[src/rtl/mda_crtc.sv]
// ============================================================================
// mda_crtc : MDA CRTC register file, mode/status ports and blink sequencer
// Rev 1.0
// ============================================================================
`default_nettype none

module mda_crtc #(
  parameter logic [15:0] IO_BASE        = 16'h03B0,
  parameter int          BLINK_SLOW_BIT = 4,
  parameter int          BLINK_FAST_BIT = 3
) (
  input  logic        iClk,
  input  logic        iRstN,
  input  logic [15:0] iAddr,
  input  logic [7:0]  iData,
  input  logic        iIoWr,
  input  logic        iIoRd,
  output logic [7:0]  oData,
  output logic        oDataValid,
  input  logic        iVSync,
  input  logic        iHSync,
  input  logic        iVideo,
  output logic [13:0] oStartAddr,
  output logic [13:0] oCursorAddr,
  output logic [4:0]  oCursorStart,
  output logic [4:0]  oCursorEnd,
  output logic [4:0]  oMaxScan,
  output logic        oCursorOn,
  output logic        oBlinkPhase,
  output logic        oVideoEn,
  output logic        oBlinkEn,
  output logic        oHiRes
);

  // Only R0-R15 are stored; R16/R17 are read-only and always read as zero.
  logic [7:0] crtc_q [16];
  logic [7:0] crtc_d [16];
  logic [4:0] index_q, index_d;
  logic [5:0] mode_q, mode_d;
  logic [4:0] counter_q, counter_d;
  logic       vs_q, vs_d;
  logic [7:0] data_q, data_d;
  logic       valid_q, valid_d;

  logic       in_win;
  logic [3:0] offset;
  logic       is_index, is_data, is_mode, is_status;
  logic       vs_rise;
  logic [7:0] rd_val;
  logic       unused_bits;

  function automatic logic [7:0] keep_mask(input logic [3:0] idx);
    case (idx)
      4'd12, 4'd14: keep_mask = 8'h3F;
      4'd10:        keep_mask = 8'h7F;
      4'd9, 4'd11:  keep_mask = 8'h1F;
      default:      keep_mask = 8'hFF;
    endcase
  endfunction

  function automatic logic [7:0] reg_default(input logic [3:0] idx);
    case (idx)
      4'd0:    reg_default = 8'h61;
      4'd1:    reg_default = 8'h50;
      4'd2:    reg_default = 8'h52;
      4'd3:    reg_default = 8'h0F;
      4'd4:    reg_default = 8'h19;
      4'd5:    reg_default = 8'h06;
      4'd6:    reg_default = 8'h19;
      4'd7:    reg_default = 8'h19;
      4'd8:    reg_default = 8'h02;
      4'd9:    reg_default = 8'h0D;
      4'd10:   reg_default = 8'h0B;
      4'd11:   reg_default = 8'h0C;
      default: reg_default = 8'h00;
    endcase
  endfunction

  assign in_win    = (iAddr[15:4] == IO_BASE[15:4]);
  assign offset    = iAddr[3:0];
  assign is_index  = in_win && !offset[3] && !offset[0];
  assign is_data   = in_win && !offset[3] &&  offset[0];
  assign is_mode   = in_win && (offset == 4'h8);
  assign is_status = in_win && (offset == 4'hA);
  assign vs_rise   = iVSync && !vs_q;

  always_comb begin
    rd_val = 8'hFF;
    if (is_index) begin
      rd_val = {3'b000, index_q};
    end else if (is_data) begin
      if (index_q == 5'd14)      rd_val = crtc_q[14];
      else if (index_q == 5'd15) rd_val = crtc_q[15];
      else                       rd_val = 8'h00;
    end else if (is_status) begin
      rd_val = {4'hF, iVideo, 2'b00, iHSync};
    end
  end

  // A write wins over a simultaneous read; the read is dropped entirely.
  always_comb begin
    crtc_d    = crtc_q;
    index_d   = index_q;
    mode_d    = mode_q;
    data_d    = data_q;
    valid_d   = 1'b0;
    vs_d      = iVSync;
    counter_d = counter_q + {4'b0000, vs_rise};
    if (iIoWr) begin
      if (is_index) index_d = iData[4:0];
      if (is_data && !index_q[4]) crtc_d[index_q[3:0]] = iData & keep_mask(index_q[3:0]);
      if (is_mode) mode_d = iData[5:0];
    end else if (iIoRd) begin
      valid_d = 1'b1;
      data_d  = rd_val;
    end
  end

  always_ff @(posedge iClk) begin
    if (!iRstN) begin
      for (int i = 0; i < 16; i++) crtc_q[i] <= reg_default(4'(i));
      index_q   <= 5'd0;
      mode_q    <= 6'd0;
      counter_q <= 5'd0;
      vs_q      <= 1'b0;
      data_q    <= 8'h00;
      valid_q   <= 1'b0;
    end else begin
      crtc_q    <= crtc_d;
      index_q   <= index_d;
      mode_q    <= mode_d;
      counter_q <= counter_d;
      vs_q      <= vs_d;
      data_q    <= data_d;
      valid_q   <= valid_d;
    end
  end

  always_comb begin
    oCursorOn = 1'b1;
    case (crtc_q[10][6:5])
      2'b00: oCursorOn = 1'b1;
      2'b01: oCursorOn = 1'b0;
      2'b10: oCursorOn = counter_q[BLINK_FAST_BIT];
      2'b11: oCursorOn = counter_q[BLINK_SLOW_BIT];
      default: oCursorOn = 1'b1;
    endcase
  end

  assign oData        = data_q;
  assign oDataValid   = valid_q;
  assign oStartAddr   = {crtc_q[12][5:0], crtc_q[13]};
  assign oCursorAddr  = {crtc_q[14][5:0], crtc_q[15]};
  assign oCursorStart = crtc_q[10][4:0];
  assign oCursorEnd   = crtc_q[11][4:0];
  assign oMaxScan     = crtc_q[9][4:0];
  assign oBlinkPhase  = counter_q[BLINK_SLOW_BIT];
  assign oVideoEn     = mode_q[3];
  assign oBlinkEn     = mode_q[5];
  assign oHiRes       = mode_q[0];

  assign unused_bits = ^{mode_q[4], mode_q[2:1], crtc_q[12][7:6], crtc_q[10][7],
                         crtc_q[9][7:5], crtc_q[11][7:5]};

endmodule

`default_nettype wire

[config.mk]
export PLATFORM = sky130hd
export DESIGN_NAME = mda_crtc
export DESIGN_NICKNAME = d
export VERILOG_FILES = /design/src/rtl/mda_crtc.sv
export SDC_FILE = /design/constraint.sdc
export NUM_CORES = 1
export LEC_CHECK = 0
export CAP_MARGIN = 25
export CORE_MARGIN = 10
export CORE_UTILIZATION = 43
export CTS_CLUSTER_DIAMETER = 200
export DETAILED_ROUTE_END_ITERATION = 6
export GPL_TIMING_DRIVEN = 0
export PLACE_DENSITY_LB_ADDON = 0.08
export SYNTH_ARGS = -nofsm -noshare
export SYNTH_HDL_FRONTEND = slang
export SYNTH_SLANG_ARGS = --single-unit
[constraint.sdc]
create_clock -name iClk -period 5.17 [get_ports iClk]
set_clock_uncertainty 0.1 [all_clocks]
set_input_delay 1.034 -clock iClk [delete_from_list [all_inputs] [get_ports iClk]]
set_output_delay 1.034 -clock iClk [all_outputs]
set_load 0.05 [all_outputs]
# Word-level counts from Yosys, hierarchy flattened

Index checks and enable logic that the tools add are counted.

Add/sub/neg operators: 1
$lt $le $gt $ge: 2
Equality and inequality tests: 13
Multiplexer cells: 13
Bitwise operators: 4
Reduce and logical (&&, ||, !) cells: 20

Operators with widths:

| kind                                                      | number |
|---|---|
| bitwise mux 128 bit                                       | 1 |
| two-way mux 8 bit                                         | 7 |
| demux 8 bit (select 4 bit)                                | 1 |
| equality test 4 bit (second input constant)               | 7 |
| case mux 8 bit (3 select lines)                           | 1 |
| equality test 12 x 6 -> 1 bit (second input constant)     | 1 |
| equality test 5 x 4 -> 1 bit (second input constant)      | 2 |
| bitwise AND 8 bit                                         | 1 |
| logical AND 1 bit                                         | 8 |
| AND reduction 2 bit                                       | 4 |
| OR reduction 2 bit                                        | 3 |
| adder 5 x 1 -> 5 bit                                      | 1 |
| greater-or-equal comparator 5 bit (second input constant) | 1 |
| < comparator 5 x 1 -> 1 bit (second input constant)       | 1 |
| inverter 4 -> 5 bit                                       | 1 |
| equality test 2 bit (second input constant)               | 2 |
| logical NOT 1 bit                                         | 4 |
| two-way mux 4 bit                                         | 1 |
| case mux 1 bit (4 select lines)                           | 1 |
| equality test 2 x 1 -> 1 bit (second input constant)      | 1 |
| logical NOT 2 bit                                         | 1 |
| inverter 1 bit                                            | 2 |
| two-way mux 1 bit                                         | 1 |

Bits in registers: 154
Bits of input ports: 31
Output and inout port bits: 57
Logic and storage cells: 75

# Depth between registers and ports, before layout

Gate-level depths: netlist of run 1.

Depth after elaboration: 8
Depth in mapped cells: 6
Depth with buffers taken out: 6

# Least setup slack after synthesis of run 1

Ideal clock, no wire load.

Path kind: reg2out
Start: register counter_q[4]
End: output port oCursorOn
Arrival: 1.544 ns
Required time: 4.036 ns
Slack: 2.492 ns
Cell stages (with the launch flop): 3
Buffers on the path: 0
Cells stage by stage: dfxtp_1 -> nand2_1 -> a21oi_1

Word-level cells in the longest chain between the ends: 1

RTL lines:

| item                            | line | text |
|---|---|---|
| from (decl)                     | 40   | `logic [4:0] counter_q, counter_d;` |
| from (signal assigned)          | 132  | `counter_q <= counter_d;` |
| case mux 1 bit (4 select lines) | 141  | `case (crtc_q[10][6:5])` |
| to (decl)                       | 28   | `output logic oCursorOn,` |

Every way passes these cells.

# Worst setup path in the final report of run 1

Start: input port iAddr[8]
End: register crtc_q[15] (netlist name)

Word-level cells in the longest chain between the ends: 5

RTL lines:

| item                           | line | text |
|---|---|---|
| from (decl)                    | 14   | `input logic [15:0] iAddr,` |
| equality test 12 x 6 -> 1 bit  | 79   | `assign in_win = (iAddr[15:4] == IO_BASE[15:4]);` |
| logical AND 1 bit (2 in a row) | 82   | `assign is_data = in_win && !offset[3] && offset[0];` |
| logical AND 1 bit              | 111  | `if (is_data && !index_q[4]) crtc_d[index_q[3:0]] = iData & keep_mask(index_q[3:0]);` |
| AND reduction 2 bit (no line)  | -    |  |
| to (signal assigned)           | 129  | `crtc_q <= crtc_d;` |
| to (decl)                      | 36   | `logic [7:0] crtc_q [16];` |

Every way passes these cells.
A chain may end at the register's enable or synchronous reset.

==> results of run 1 <==
## area by class of cell
cell class	count	area, µm²	area share (%)
multi-input combinational	231	1550	33.8
timing repair buffer	87	871	19.0
inverter	4	15.0	0.328
sequential	70	1400	30.6
tap	102	128	2.79
clock buffer	11	151	3.31
buffer	58	382	8.34
clock inverter	5	81.3	1.78
## report_power, final
group          switching (mW)  total (mW)  internal [mW]
sequential            0.00320       0.548          0.545
clock                   0.216       0.514          0.298
combinational          0.0565      0.0964         0.0399
total                   0.275        1.16          0.883
## logic make-up after synthesis
kind of cell	after synthesis
XOR/XNOR	4
adder cells (fa/ha/maj)	2
flip-flops	70
multiplexers	50
AND/OR/NAND/NOR	132
AO/OA/AOI/OAI	43
buffers and inverters	62
## worst min-delay path, cell delays in order, from the launching register on
cell                      delay [ps]
sky130_fd_sc_hd__dfxtp_1         310
sky130_fd_sc_hd__nand2_1          50
sky130_fd_sc_hd__mux2i_1          60
## registers in the layout (all words and copies together), names as in the netlist
name          count
oCursorAddr      14
oDataValid        1
index_q           5
oCursorEnd        5
counter_q         5
oStartAddr       14
vs_q              1
oMaxScan          5
mode_q            3
oCursorStart      5
crtc_q            4
oData             8
## final timing paths
path                               startpoint  slack (ps)  cells past startpoint                          end
hold reg to reg   oStartAddr[11]$_SDFFE_PN0P_         360                      2  oStartAddr[11]$_SDFFE_PN0P_
setup reg to reg      index_q[2]$_SDFFE_PN0P_        2770                      5      crtc_q[15]$_SDFFE_PN0P_
setup / recovery                     iAddr[8]        2060                      6      crtc_q[15]$_SDFFE_PN0P_
hold / removal    oStartAddr[11]$_SDFFE_PN0P_         360                      2  oStartAddr[11]$_SDFFE_PN0P_
## cell usage after synthesis (2+ instances only)
library cell and instances:
sky130_fd_sc_hd__buf_4 43, sky130_fd_sc_hd__nor2b_1 6, sky130_fd_sc_hd__o31a_1 3, sky130_fd_sc_hd__mux2i_1 47, sky130_fd_sc_hd__a21oi_1 11, sky130_fd_sc_hd__nor3_1 3
sky130_fd_sc_hd__inv_1 4, sky130_fd_sc_hd__mux2_2 3, sky130_fd_sc_hd__nor2_1 19, sky130_fd_sc_hd__o21ai_0 14, sky130_fd_sc_hd__a21o_1 2, sky130_fd_sc_hd__buf_2 2
sky130_fd_sc_hd__nor4_1 2, sky130_fd_sc_hd__dfxtp_1 70, sky130_fd_sc_hd__o22ai_1 4, sky130_fd_sc_hd__ha_1 2, sky130_fd_sc_hd__and3_1 5, sky130_fd_sc_hd__or4_4 3
sky130_fd_sc_hd__nand4b_1 2, sky130_fd_sc_hd__a31oi_1 4, sky130_fd_sc_hd__clkbuf_1 13, sky130_fd_sc_hd__and4b_1 2, sky130_fd_sc_hd__a221oi_1 2, sky130_fd_sc_hd__nand4_1 7
sky130_fd_sc_hd__nand3_1 14, sky130_fd_sc_hd__xor2_1 3, sky130_fd_sc_hd__and2_1 5, sky130_fd_sc_hd__nand2_1 54
## layout by cell type, fill, tap and decap left out, types with 7 or more instances in the layout
cell | netlist | routed
sky130_fd_sc_hd__o21ai_0 | 14 | 14
sky130_fd_sc_hd__clkdlybuf4s50_1 | 0 | 87
sky130_fd_sc_hd__nor2_1 | 19 | 19
sky130_fd_sc_hd__nand4_1 | 7 | 7
sky130_fd_sc_hd__clkbuf_1 | 13 | 13
sky130_fd_sc_hd__nand3_1 | 14 | 14
sky130_fd_sc_hd__clkbuf_8 | 0 | 11
sky130_fd_sc_hd__dfxtp_1 | 70 | 70
sky130_fd_sc_hd__mux2i_1 | 47 | 47
sky130_fd_sc_hd__a21oi_1 | 11 | 11
sky130_fd_sc_hd__buf_4 | 43 | 43
sky130_fd_sc_hd__nand2_1 | 54 | 54
## per-stage QoR
step | util, % | power (mW) | hold slack (ps)
3_3_place_gp | 56.8 | 0.657 | 342
5_1_grt | 59.8 | 1.20 | 379
3_5_place_dp | 56.8 | 0.658 | 348
6_report | 59.8 | 1.16 | 362
4_1_cts | 59.8 | 1.17 | 364
2_1_floorplan | - | 0.606 | 335
## per-layer routing
layer | up-vias | global-route usage, % | routed length, µm
met5 | - | 0 | 0
met4 | 0 | 6.01 | 90
met3 | 8 | 4.88 | 701
met2 | 97 | 25.7 | 4380
met1 | 1342 | 20.8 | 4330
li1 | 1423 | - | -
==> impl_results.rst, run 1 <==
.. list-table::
   :header-rows: 1

   * - Metric
     - Value
   * - Root cell of the clock tree
     - sky130_fd_sc_hd__clkbuf_8
   * - Combinational family with the most area after synthesis
     - simple AND/OR/NAND/NOR gates
   * - Element type at the critical path end
     - flop
   * - Total leakage power
     - 1.83 nW
   * - Largest fanout on the critical path
     - 8
   * - Fraction of layout instances using a drive strength above 1
     - 15.9%
   * - Unrepaired setup endpoints after global routing
     - false
   * - Total via count after detailed routing
     - 2870
   * - Family with the most delay on the worst path
     - simple AND/OR/NAND/NOR gates
   * - Pin count of the biggest net entering global routing
     - 13
   * - Cell area after placement
     - 4340 µm²
   * - Achievable frequency
     - 322 MHz
   * - Part of the Yosys area used for sequential elements
     - 41.9%
   * - Cells after Synth
     - 363
   * - Average wire per standard cell
     - 16.7 µm
   * - Min-Delay Path Class
     - reg2reg
   * - Diodes inserted
     - 0
   * - Flop and latch count out of synthesis
     - 70
   * - Post-layout minimum cycle time
     - 3110 ps
   * - # rows
     - 32
   * - Most common cell on crit path
     - sky130_fd_sc_hd__and3_1
   * - HPWL Detailed
     - 7130 µm
   * - Run status
     - completed
   * - Starting utilization of the core area
     - 43.8%
   * - Buf/Inv on CP
     - 2
   * - Final std cell area, no fill
     - 4580 µm²
   * - Critical-path cell list
     - clkdlybuf4s50_1 > nor4bb_1 > and3_1 > buf_2 > nand3_1 > and3_1
   * - CP startpoint kind
     - input port
   * - Clock tree from TritonCTS
     - done
   * - Number of distinct standard cells referenced by the synthesized netlist
     - 42
   * - Number of clock sinks
     - 70
   * - Hold Fails Final Rpt
     - 0
   * - Critical Setup Path Class
     - in2reg
   * - Die X
     - 108 µm
   * - Final setup violating endpoints
     - 0
   * - Max-slew violations
     - 0
   * - Max-Cap Viols
     - 0
   * - GRT Residual Overflow
     - 0
   * - Ports placed on the boundary
     - 88
   * - Number of nets in the finished design
     - 494
   * - Critical-path cell with the highest stage delay
     - sky130_fd_sc_hd__clkdlybuf4s50_1
   * - Gates resized, CTS repair
     - 0
   * - Mean instance size in the synthesized netlist
     - 9.22 µm²
   * - Total CTS buffers
     - 9
   * - Simple-gate share of the synthesized area
     - 21.7%
   * - GR Util All Layers
     - 16.4%
   * - Filler Cell Count
     - 695
   * - Buffer count from post-CTS setup fixing
     - 0
   * - Via count of the first global-routing pass
     - 2798
   * - Worst-case headroom to the max-slew limit
     - 36.8%
   * - Fraction of synthesized area in multiplexers
     - 15.1%
   * - Worst ir drop on vdd
     - 156 µV
   * - Area share of the largest cell type after synthesis
     - 41.9%
   * - Per-cell via count in the routed design
     - 5.05
   * - Worst Setup Slack, final
     - 2060 ps
   * - Clock latency at the later pin of the worst-skew pair
     - 340 ps
   * - Clock-pin slew of the registers on the worst-case setup and hold paths
     - 70 ps
   * - Place WS
     - 1740 ps
   * - Power density over cell area
     - 253 nW/µm²
   * - Fraction of the mapped netlist area in adder cells
     - 0.748%
   * - Placeable core region
     - 7650 µm²
   * - Biggest cell delay along the critical path
     - 520 ps
   * - Endpoint required time on the critical path
     - 5300 ps
   * - DR DRC count
     - 0
   * - H-Tree Level Count
     - 3
   * - Synth area leader
     - sky130_fd_sc_hd__dfxtp_1
   * - Final Instance Count excl. Fillers
     - 568
   * - Number of antenna violations at the first check in global routing
     - 0
   * - Final cycle utilization of the critical path
     - 60.1%
   * - Post-synthesis instance area
     - 3350 µm²
   * - Area share of xor/xnor cells in the synthesized design
     - 1.05%
   * - Count of yosys warnings during synthesis
     - 0
   * - Die span in y
     - 108 µm
   * - Global-route wire length before repair
     - 15100 µm
   * - Number of cells after detailed placement
     - 552
   * - Slew at the pin closest to its max-slew limit
     - 939 ps
   * - Number of enable flip-flop cells after synthesis
     - 0
   * - Worst endpoint data arrival time
     - 3240 ps
   * - Iter 0 DRT Violations
     - 141
   * - Detailed-router iteration count before antenna repair
     - 4
   * - Placer's final routability congestion estimate
     - 0.832
   * - Fraction of registers with async set or reset after synthesis
     - 0%
   * - Net Count, Synth
     - 396
   * - Remaining antenna violation count
     - 0
   * - Maximum root-to-sink buffer count
     - 2
   * - Final wirelength
     - 9500 µm
   * - Primary flip-flop cell chosen by synthesis mapping
     - sky130_fd_sc_hd__dfxtp_1
   * - # port buffers
     - 87
   * - Number of buffers inserted for hold repair after clock tree synthesis
     - 0
   * - Aggregate negative setup slack
     - 0 ps
   * - Compound-cell area share of the yosys netlist
     - 7.74%
   * - Area added between synthesis and finish
     - 36.8%
   * - Top area cells in the synthesized netlist
     - sky130_fd_sc_hd__dfxtp_1 (42%), sky130_fd_sc_hd__mux2i_1 (14%), sky130_fd_sc_hd__buf_4 (9.6%)
   * - DIE AREA
     - 11700 µm²
No activity file was read; power rests on OpenSTA's default activity.
==> run 2, diff against run 1 <==
==> constraint.sdc (replaced) <==
create_clock -name iClk -period 3.22 [get_ports iClk]
set_clock_uncertainty 0.1 [all_clocks]
set_input_delay 0.644 -clock iClk [delete_from_list [all_inputs] [get_ports iClk]]
set_output_delay 0.644 -clock iClk [all_outputs]
set_load 0.05 [all_outputs]
==> results of run 2 <==
Same layout as run 1 (identical final DEF). Status: completed.
Main changes from that run: setup slack after placement 1740 ps -> 183 ps; setup slack after layout 2060 ps -> 501 ps; register-to-register setup slack 2770 ps -> 820 ps; total power 1.16 mW -> 1.86 mW; worst IR drop on VDD 156 µV -> 251 µV
==> run 3, diff against run 2 <==
==> constraint.sdc (replaced) <==
create_clock -name iClk -period 2.5 [get_ports iClk]
set_clock_uncertainty 0.1 [all_clocks]
set_input_delay 0.5 -clock iClk [delete_from_list [all_inputs] [get_ports iClk]]
set_output_delay 0.5 -clock iClk [all_outputs]
set_load 0.05 [all_outputs]
==> run 3 against run 2 <==
Compared with the run above: sequential power increased by 28%; worst hold slack got worse by 1.1 ps; critical path depth decreased by 1; cell area increased by 1.2%; combinational power increased by 30%; core utilization increased by 0.74 points; largest cell class unchanged; power increased by 29%; wire length increased by 0.76%.
==> impl_results.rst, run 3 (synthesis results as in run 1) <==
.. list-table::
   :header-rows: 1

   * - Metric
     - Value
   * - Most common cell on crit path
     - sky130_fd_sc_hd__or4_4
   * - Commonest non-fill, non-tap cells in the layout
     - sky130_fd_sc_hd__clkdlybuf4s50_1 (87), sky130_fd_sc_hd__dfxtp_1 (70), sky130_fd_sc_hd__nand2_1 (54)
   * - Total leakage power
     - 1.85 nW
   * - Global-route wire length before repair
     - 15100 µm
   * - HPWL Detailed
     - 7130 µm
   * - Hold Fails Final Rpt
     - 0
   * - Element type at the critical path end
     - flop
   * - Endpoint required time on the critical path
     - 2610 ps
   * - Ports placed on the boundary
     - 88
   * - Worst-case headroom to the max-slew limit
     - 56.2%
   * - Critical Setup Path Class
     - in2reg
   * - Clock-pin slew of the registers on the worst-case setup and hold paths
     - 70 ps
   * - DR DRC count
     - 0
   * - Final cycle utilization of the critical path
     - 94.6%
   * - Number of buffers inserted for hold repair after clock tree synthesis
     - 0
   * - # rows
     - 32
   * - Total CTS buffers
     - 9
   * - Die span in y
     - 108 µm
   * - Max-Cap Viols
     - 0
   * - Slew at the pin closest to its max-slew limit
     - 657 ps
   * - Worst endpoint data arrival time
     - 2470 ps
   * - Clock tree from TritonCTS
     - done
   * - Starting utilization of the core area
     - 43.8%
   * - GRT Residual Overflow
     - 0
   * - Post-layout minimum cycle time
     - 2360 ps
   * - Biggest cell delay along the critical path
     - 590 ps
   * - Largest fanout on the critical path
     - 4
   * - Maximum root-to-sink buffer count
     - 2
   * - Detailed-router iteration count before antenna repair
     - 4
   * - Final wirelength
     - 9570 µm
   * - Combined area of the multi-input logic cells
     - 1580 µm²
   * - Diodes inserted
     - 0
   * - Storage cell area
     - 1400 µm²
   * - Via count of the first global-routing pass
     - 2806
   * - Max-slew violations
     - 0
   * - GR Util All Layers
     - 16.4%
   * - # port buffers
     - 87
   * - Achievable frequency
     - 423 MHz
   * - CP startpoint kind
     - input port
   * - Area added between synthesis and finish
     - 38.5%
   * - Power Total
     - 2.40 mW
   * - Min-Delay Path Class
     - reg2reg
   * - Critical-path cell list
     - clkdlybuf4s50_1 > or4_4 > or4_4 > a221oi_1 > o22ai_1
   * - Pin count of the biggest net entering global routing
     - 13
   * - Final Instance Count excl. Fillers
     - 570
   * - Number of nets in the finished design
     - 496
   * - DIE AREA
     - 11700 µm²
   * - H-Tree Level Count
     - 3
   * - Worst ir drop on vdd
     - 323 µV
   * - Critical-path cell with the highest stage delay
     - sky130_fd_sc_hd__or4_4
   * - Final setup violating endpoints
     - 0
   * - Fraction of layout instances using a drive strength above 1
     - 17.1%
   * - Number of clock sinks
     - 70
   * - Remaining antenna violation count
     - 0
   * - Per-cell via count in the routed design
     - 5.06
   * - Most common cell after layout, fill and taps aside
     - sky130_fd_sc_hd__clkdlybuf4s50_1
   * - Die X
     - 108 µm
   * - Power density over cell area
     - 518 nW/µm²
   * - Placeable core region
     - 7650 µm²
   * - Filler Cell Count
     - 694
   * - Number of antenna violations at the first check in global routing
     - 0
   * - Clock latency at the later pin of the worst-skew pair
     - 350 ps
   * - Run status
     - completed
   * - Total via count after detailed routing
     - 2883
   * - Placer's final routability congestion estimate
     - 0.832
   * - Iter 0 DRT Violations
     - 137
   * - Average wire per standard cell
     - 16.8 µm
   * - Root cell of the clock tree
     - sky130_fd_sc_hd__clkbuf_8
   * - Number of cells after detailed placement
     - 552
-- run 3: changes by cell type in the layout (fill, tap and decap cells not counted), sizes merged --
cell / previous run / this run
buf: 45 / 47
-- run 3: area by class of cell --
cell class	count	area share [%]
repair buffers	89	19.4
well taps	102	2.75
inverters	4	0.324
plain buffers	58	8.24
clock buffers	11	3.27
multi-input cells	231	34.0
clock inverters	5	1.76
flip-flops and latches	70	30.2
-- run 3: stage by stage --
stage	hold WS, ps	worst slack (ps)	utilization (%)	instance area (µm²)	setup TNS, ps
finish	361	135	60.6	4630	0
detailed placement	348	-393	56.8	4340	-15220
floorplan	335	356	-	3350	0
global placement	342	-393	56.8	4340	-15000
CTS	364	17.9	59.9	4580	0
global route	379	-2.10	60.6	4630	-2.10
-- run 3: power by group --
part | internal [mW] | switching (mW) | total [mW]
sequential | 1.13 | 0.00669 | 1.13
clock | 0.616 | 0.447 | 1.06
combinational | 0.0833 | 0.119 | 0.202
-- run 3: worst max-delay path, delay by kind of cell --
kind	cells	cell delay, ps
buffers and inverters	1	440
AND/OR/NAND/NOR	2	1150
AO/OA/AOI/OAI	2	390
-- run 3: path summary, 6_finish.rpt --
kind,endpoint,start,cells past startpoint,slack (ps)
max,oData[2]$_SDFFE_PN0P_,iAddr[13],5,140
min,oStartAddr[11]$_SDFFE_PN0P_,oStartAddr[11]$_SDFFE_PN0P_,2,360
max reg2reg,oData[4]$_SDFFE_PN0P_,index_q[0]$_SDFFE_PN0P_,6,300
min reg2reg,oStartAddr[11]$_SDFFE_PN0P_,oStartAddr[11]$_SDFFE_PN0P_,2,360
-- run 3: routing by layer --
| metal | part of all wire (%) | GRT usage (%) | vias to the layer above |
|---|---|---|---|
| met3 | 7.0 | 4.88 | 11 |
| li1 | - | - | 1427 |
| met2 | 46 | 25.8 | 85 |
| met5 | 0 | 0 | - |
| met1 | 45 | 20.7 | 1360 |
| met4 | 1.4 | 6.01 | 0 |
-- run 3: what timing repair did --
| action | in CTS | in global routing |
|---|---|---|
| pin swaps | 1 | 1 |
| resized for setup | 1 | 4 |
| setup endpoints to repair | 8 | 46 |
| hold endpoints to repair | 0 | 0 |
| setup buffers | 0 | 2 |
